===== config.mk =====
export PLATFORM = sky130hd
export DESIGN_NAME = booth_r4_seq_mult
export DESIGN_NICKNAME = d
export VERILOG_FILES = /design/src/rtl/booth_r4_seq_mult.sv
export SDC_FILE = /design/constraint.sdc
export NUM_CORES = 1
export LEC_CHECK = 0
export BUFFER_PORTS_ARGS = -buffer_cell sky130_fd_sc_hd__buf_2
export CAP_MARGIN = 10
export CORE_MARGIN = 4
export CORE_UTILIZATION = 40
export DETAILED_ROUTE_END_ITERATION = 7
export SETUP_SLACK_MARGIN = 0.05
export SLEW_MARGIN = 10
export SYNTH_ARGS = -nofsm -noshare
export SYNTH_HDL_FRONTEND = slang
export SYNTH_SLANG_ARGS = --single-unit
export TNS_END_PERCENT = 30

===== constraint.sdc =====
create_clock -name clk -period 8.9 [get_ports clk]
set_clock_uncertainty 0.2 [all_clocks]
set_input_delay 0.445 -clock clk [delete_from_list [all_inputs] [get_ports clk]]
set_output_delay 0.445 -clock clk [all_outputs]
set_load 0.02 [all_outputs]

===== src/rtl/booth_r4_seq_mult.sv =====
// Sequential signed multiplier: radix-4 Booth recoding of b, one digit per clock,
// valid/ready handshakes on operands and product.
module booth_r4_seq_mult #(
  parameter int unsigned BITWIDTH = 8
) (
  input  logic                  clk,
  input  logic                  rst_n,
  input  logic                  in_valid,
  output logic                  in_ready,
  input  logic [BITWIDTH-1:0]   a,
  input  logic [BITWIDTH-1:0]   b,
  output logic                  out_valid,
  input  logic                  out_ready,
  output logic [2*BITWIDTH-1:0] product,
  output logic                  busy
);

  localparam int unsigned PW    = 2 * BITWIDTH;
  localparam int unsigned NDIG  = BITWIDTH / 2;
  localparam int unsigned CNT_W = (NDIG > 1) ? $clog2(NDIG) : 1;
  localparam int unsigned SH_W  = CNT_W + 1;
  localparam logic [CNT_W-1:0] LAST_DIGIT = CNT_W'(NDIG - 1);

  typedef enum logic [1:0] {
    IDLE = 2'd0,
    RUN  = 2'd1,
    DONE = 2'd2
  } state_t;

  state_t state_q;
  state_t state_d;

  logic [BITWIDTH-1:0] a_q;
  logic [BITWIDTH-1:0] b_q;
  logic [PW-1:0]       acc_q;
  logic [CNT_W-1:0]    cnt_q;

  logic                accept_c;
  logic                step_c;
  logic [BITWIDTH:0]   b_ext_c;
  logic [SH_W-1:0]     shamt_c;
  logic [2:0]          triple_c;
  logic [PW-1:0]       a_ext_c;
  logic [PW-1:0]       mag_c;
  logic                neg_c;
  logic [PW-1:0]       pp_c;
  logic [PW-1:0]       corr_c;
  logic [PW-1:0]       acc_nxt_c;

  // State register
  always_ff @(posedge clk or negedge rst_n) begin
    if (!rst_n) begin
      state_q <= IDLE;
    end else begin
      state_q <= state_d;
    end
  end

  // Next-state and datapath strobes
  always_comb begin
    state_d  = state_q;
    accept_c = 1'b0;
    step_c   = 1'b0;
    unique case (state_q)
      IDLE: begin
        if (in_valid) begin
          accept_c = 1'b1;
          state_d  = RUN;
        end
      end
      RUN: begin
        step_c = 1'b1;
        if (cnt_q == LAST_DIGIT) begin
          state_d = DONE;
        end
      end
      DONE: begin
        if (out_ready) begin
          state_d = IDLE;
        end
      end
      default: state_d = IDLE;
    endcase
  end

  // Booth digit selection and partial-product formation for the current digit
  always_comb begin
    b_ext_c  = {b_q, 1'b0};
    shamt_c  = {cnt_q, 1'b0};
    triple_c = 3'(b_ext_c >> shamt_c);
    a_ext_c  = {{BITWIDTH{a_q[BITWIDTH-1]}}, a_q};
    mag_c    = '0;
    neg_c    = 1'b0;
    unique case (triple_c)
      3'b001, 3'b010: mag_c = a_ext_c;
      3'b011:         mag_c = a_ext_c << 1;
      3'b100: begin
        mag_c = a_ext_c << 1;
        neg_c = 1'b1;
      end
      3'b101, 3'b110: begin
        mag_c = a_ext_c;
        neg_c = 1'b1;
      end
      default: begin
        mag_c = '0;
        neg_c = 1'b0;
      end
    endcase
    // Negative digits: ones' complement here, the +1 lands at bit 2i via corr_c
    pp_c      = (neg_c ? ~mag_c : mag_c) << shamt_c;
    corr_c    = neg_c ? (PW'(1) << shamt_c) : '0;
    acc_nxt_c = acc_q + pp_c + corr_c;
  end

  // Operand, accumulator and digit-counter registers
  always_ff @(posedge clk or negedge rst_n) begin
    if (!rst_n) begin
      a_q   <= '0;
      b_q   <= '0;
      acc_q <= '0;
      cnt_q <= '0;
    end else if (accept_c) begin
      a_q   <= a;
      b_q   <= b;
      acc_q <= '0;
      cnt_q <= '0;
    end else if (step_c) begin
      acc_q <= acc_nxt_c;
      if (cnt_q != LAST_DIGIT) begin
        cnt_q <= cnt_q + CNT_W'(1);
      end
    end
  end

  // Registered status outputs follow the next state
  always_ff @(posedge clk or negedge rst_n) begin
    if (!rst_n) begin
      in_ready  <= 1'b1;
      out_valid <= 1'b0;
      busy      <= 1'b0;
    end else begin
      in_ready  <= (state_d == IDLE);
      out_valid <= (state_d == DONE);
      busy      <= (state_d != IDLE);
    end
  end

  assign product = acc_q;

endmodule

After elaboration in Yosys (flattened, before gate mapping)
Cells that the tools add are included.
{"block": "word_totals", "ramBits": 0, "n_memories": 0, "mem_bits_ro": 0, "elab_cells": 51, "latch_bits": 0, "register_bits": 39}
{"block": "op_classes", "multipliers": 0, "n_bitwise": 1, "reduce_logical": 9, "shift": 3, "add_sub_neg": 3, "muxes": 16, "n_lt_le_gt_ge": 0, "div": 0, "n_eq_ne": 11}
{"op": "$mux 16", "n": 4}
{"op": "$add 16x16->16", "n": 2}
{"op": "$pmux 16 s2", "n": 1}
{"op": "$not 16->16", "n": 1}
{"op": "$shl 1x3->16 const A", "n": 1}
{"op": "$shl 16x3->16", "n": 1}
{"op": "$mux 2", "n": 6}
{"op": "$eq 3x3->1 const B", "n": 3}
{"op": "$shr 9x3->3", "n": 1}
{"op": "$eq 2x2->1 const B", "n": 3}
{"op": "$eq 3x2->1 const B", "n": 2}
{"op": "$pmux 2 s3", "n": 1}
{"op": "$reduce_bool 2->1", "n": 3}
{"op": "$logic_not 2->1", "n": 2}
{"op": "$mux 1", "n": 4}
{"op": "$reduce_or 4->1", "n": 1}
{"op": "$eq 3x1->1 const B", "n": 1}
{"op": "$reduce_or 3->1", "n": 1}
{"op": "$add 2x1->2 const B", "n": 1}
{"op": "$eq 2x1->1 const B", "n": 1}
{"op": "$ne 2x2->1 const B", "n": 1}
{"op": "$reduce_and 2->1", "n": 1}
{"op": "$reduce_or 2->1", "n": 1}

Logic depth before layout (Yosys ltp)
{"block": "depth", "depth_word": 11, "mapped_depth": 24, "depth_no_buf": 20}

Least setup slack after synthesis
OpenSTA, ideal clock, no wires.
{"block": "synth_path", "path_kind": "register to register", "from": "register cnt_q[0]", "to": "register acc_q[10] (netlist: product[10])", "period_less_slack_ns": 5.164, "slack_ns": 3.736, "stages_incl_launch_ff": 22, "arrival_time_ns": 4.881, "path_cell_list": "dfrtp_1 > buf_6 > clkbuf_1 > clkbuf_1 > o21a_1 > inv_1 > ha_1 > or3_1 > buf_1 > nand2_1 > xnor2_1 > nand2_1 > fa_1 > inv_1 > ha_1 > a21o_1 > a21o_1 > a2111oi_0 > nor2_1 > o41a_1 > xnor2_1 > o21ai_0"}
{"block": "synth_via", "elab_chain_len": 11, "elab_cells_between_ends": 21}
{"item": "from (decl)", "line": "36", "source": "logic [CNT_W-1:0] cnt_q;"}
{"item": "from (signal assigned)", "line": "131", "source": "cnt_q <= cnt_q + CNT_W'(1);"}
{"item": "$shr 9x3->3", "line": "90", "source": "triple_c = 3'(b_ext_c >> shamt_c);"}
{"item": "$eq 3x3->1, or another cell as far along", "line": "94", "source": "unique case (triple_c)"}
{"item": "$reduce_or 4->1 (no source line) or $reduce_or 2->1 (tied branches)"}
{"item": "$pmux 16 s2", "line": "94"}
{"item": "$not 16->16", "line": "111", "source": "pp_c = (neg_c ? ~mag_c : mag_c) << shamt_c;"}
{"item": "$mux 16", "line": "111"}
{"item": "$shl 16x3->16", "line": "111"}
{"item": "$add 16x16->16", "line": "113", "source": "acc_nxt_c = acc_q + pp_c + corr_c;"}
{"item": "$add 16x16->16 *", "line": "113"}
{"item": "$mux 16 *", "line": "128", "source": "end else if (step_c) begin"}
{"item": "$mux 16 *", "line": "123", "source": "end else if (accept_c) begin"}
{"item": "to (signal assigned)", "line": "129", "source": "acc_q <= acc_nxt_c;"}
{"item": "to (decl)", "line": "35", "source": "logic [PW-1:0] acc_q;"}
Every way passes the cells marked *; elsewhere a longest branch is shown, timed or not. The select of a mux whose other input is x is not followed.
A chain may end at the register's enable or synchronous reset.

Final worst setup path
Same ends and word-level chain as after synthesis.

==> metrics.csv <==
metric,value,unit
status,"finished, final reports clean",
R2R depth,17,
"Top FF cell, synth",dfrtp_1,
first-pass GRT wire length,11.17,mm
vias in the first global route,2212,
Synth Register Bits,39,
max_slew headroom,40.95,%
minimum clock period,6.061,ns
Setup WS pre-CTS,2.831,ns
"Hold Vio Cnt, Final",0,
sequential area share after synthesis,33.00,%
Die ar.,8844,sq um
worst reg2reg startpoint,cnt_q[0],
worst slew pin tran,0.8634,ns
multiplexer share of the synthesized area,9.379,%
number of antenna diodes,0,
largest net degree at the start of global routing,40,
critical path arrival,6.02,ns
hold bufs inserted after CTS,0,
Clock Pin Slew Worst Setup and Hold Paths,0.08,ns
Detail Placement HPWL,5.080,mm
root buf cell,clkbuf_8,
"Setup Fix Bufs, Post-CTS",0,
I/O Buffers,38,
initial antenna violation count,0,
routability cong.,0.9115,
Area Growth Syn to Fin,12.72,%
Sink Count,39,
Synth async-reset ratio,100.0,%
detailed-route vias per instance,5.233,
"Cell Area, Synth",2962,sq um
Iter 0 DRT Violations,109,
Final Worst Setup Slack,2.839,ns
Final setup viols,0,
YS warnings,0,
Num CTS Buffers,5,
synthesized area per cell,9.584,sq um
post-CTS sizing,0,
core area,7214,sq um
Final period util,68.11,%
setup TNS,0,ns
Highest Clock Rate,165.0,MHz
clock buffer depth,2,
Gate Count Post-Synth,309,
WL/cell,14.83,um
Final Non-Filler Cells,442,
Die Wd,94.05,um
dpl cells,434,
Worst EP required,8.86,ns
unrepaired setup endpoints after global routing,false,
Via Count,2313,
DRC Markers,0,
TritonCTS clock tree,yes,
post-synthesis compound-gate area fraction,17.45,%
post-synthesis adder-cell area fraction,17.32,%
Setup crit end kind,flip-flop,
All-Layer GR Usage,15.97,%
Post-Route WL,6.556,mm
drt pass-1 iters,4,
Post-Synth XOR/XNOR Area,6.760,%
WHS,0.06551,ns
largest family of logic cells by synthesized area,compound AO/OA/AOI/OAI gates,
max_cap viols,0,
Critical Path Source Type,flip-flop,
flop2flop setup slack,2.84,ns
H-tree levels,2,
Cell variety after synth,45,
Slowest cell on crit path,dfrtp_1,
CP Class,reg2reg,
fin nets,400,
global route overflow,0,
initial core utilization,41.05,%
share of cells above drive strength 1,21.57,%
Final Max Tran Viols,0,
CP max stage delay,0.88,ns
Syn Nets,367,
R2R Path End,product[10],
clock latency at the later pin of the worst-skew pair,0.29,ns
CP Max Fanout,25,
Post-synth EDFFs,0,
num rows,31,
simple-gate share of the synthesized area,12.34,%
Vert. Die Dim,94.05,um
Ports,39,
CP Cell Sequence,mux4_2 -> inv_1 -> ha_1 -> or3_1 -> nand2_1 -> xnor2_1 -> nand2_1 -> fa_1 -> inv_1 -> ha_1 -> a21o_1 -> a21o_1 -> a2111oi_0 -> nor2_1 -> o41a_1 -> xnor2_1 -> o21ai_0,
Worst Hold Class,in2async,
Routed Antenna Nets,0,
[registers in the layout, indices dropped and copies added (netlist names)]
| name | cells |
|---|---|
| in_ready | 1 |
| busy | 1 |
| product | 16 |
| cnt_q | 2 |
| b_q | 8 |
| out_valid | 1 |
| state_q | 2 |
| a_q | 8 |
[per-stage QoR]
| step | area (sq um) | utilization [%] |
|---|---|---|
| 5_1_grt | 3338 | 46.27 |
| 3_5_place_dp | 3226 | 44.71 |
| 3_3_place_gp | 3226 | 44.71 |
| 6_report | 3338 | 46.27 |
| 2_1_floorplan | 2962 | - |
| 4_1_cts | 3338 | 46.27 |
[metal layers]
layer | up-vias | routed length [um] | share of wire (%) | track usage [%]
li1 | 1161 | - | - | -
met1 | 1097 | 3327 | 51 | 23.79
met2 | 53 | 2931 | 45 | 23.65
met3 | 2 | 240 | 3.7 | 2.724
met4 | 0 | 57 | 0.87 | 4.573
met5 | - | 0 | 0 | 0
[kinds of logic (layout without fill, tap and decap cells)]
kind of cell | after synthesis | count (layout)
simple gates | 83 | 83
mux | 23 | 23
xor+xnor | 22 | 22
buf+inv | 25 | 59
fa+ha+maj | 38 | 38
flops | 39 | 39
compound gates | 79 | 79
[area by class of cell]
| class | instances | area [sq um] |
|---|---|---|
| clock buffers | 5 | 68.82 |
| clock inverters | 3 | 43.79 |
| fillers | 724 | 3876 |
| inverters | 11 | 41.29 |
| multi-input cells | 245 | 1878 |
| flip-flops and latches | 39 | 977.2 |
| well taps | 99 | 123.9 |
| repair buffers | 40 | 205.2 |
[cell usage after synthesis, types with 6 or more instances]
cell type | instances | area [sq um]
inv_1 | 10 | 37.54
a22oi_1 | 6 | 45.04
o21ai_0 | 23 | 115.1
xnor2_1 | 15 | 131.4
a22o_1 | 8 | 70.07
dfrtp_1 | 38 | 950.9
nor2_1 | 25 | 93.84
ha_1 | 33 | 412.9
clkbuf_1 | 7 | 26.28
a21oi_1 | 14 | 70.07
mux2_2 | 18 | 202.7
nand2_1 | 35 | 131.4
xor2_1 | 6 | 52.55
[placed cells by master, fill, tap and decap left out, types with 3 or more instances in the layout]
cell type  count
fa_1           5
inv_1         10
o21ai_0       23
clkbuf_8       5
mux2i_1        3
and2_1         3
nor3_1         5
nand2_1       35
a21o_1         4
buf_2         38
xnor2_1       15
o21bai_1       3
ha_1          33
o22ai_1        3
a21oi_1       14
a22oi_1        6
nor2_1        25
mux2_2        18
dfrtp_1       38
and3_1         4
o21a_1         5
o211ai_1       3
xor2_1         6
a22o_1         8
[how the worst max path moves through the flow]
| stage | slack (ns) | from | depth (start not counted) | end |
|---|---|---|---|---|
| 2_1_floorplan | 3.74 | cnt_q[0] | 21 | product[10] |
| 3_3_place_gp | 2.92 | cnt_q[0] | 17 | product[10] |
| 3_5_place_dp | 2.83 | cnt_q[0] | 17 | product[10] |
| 4_1_cts | 2.81 | cnt_q[0] | 17 | product[10] |
| 5_1_grt | 2.25 | cnt_q[0] | 17 | product[10] |
| 6_report | 2.84 | cnt_q[0] | 17 | product[10] |
[worst max-delay path, delay by kind of cell, from the launching register on]
family / cells / cell delay (ns)
AOI/OAI and AO/OA: 5 / 1.64
DFF: 1 / 0.88
adders and majority gates: 3 / 1.08
xor gates and xnor gates: 2 / 0.45
buffers and inverters: 2 / 0.17
and+or+nand+nor: 4 / 0.84
muxes: 1 / 0.65
Power is not shown: default switching activity piles up to over one toggle a cycle in this logic, so the estimate is an artifact.
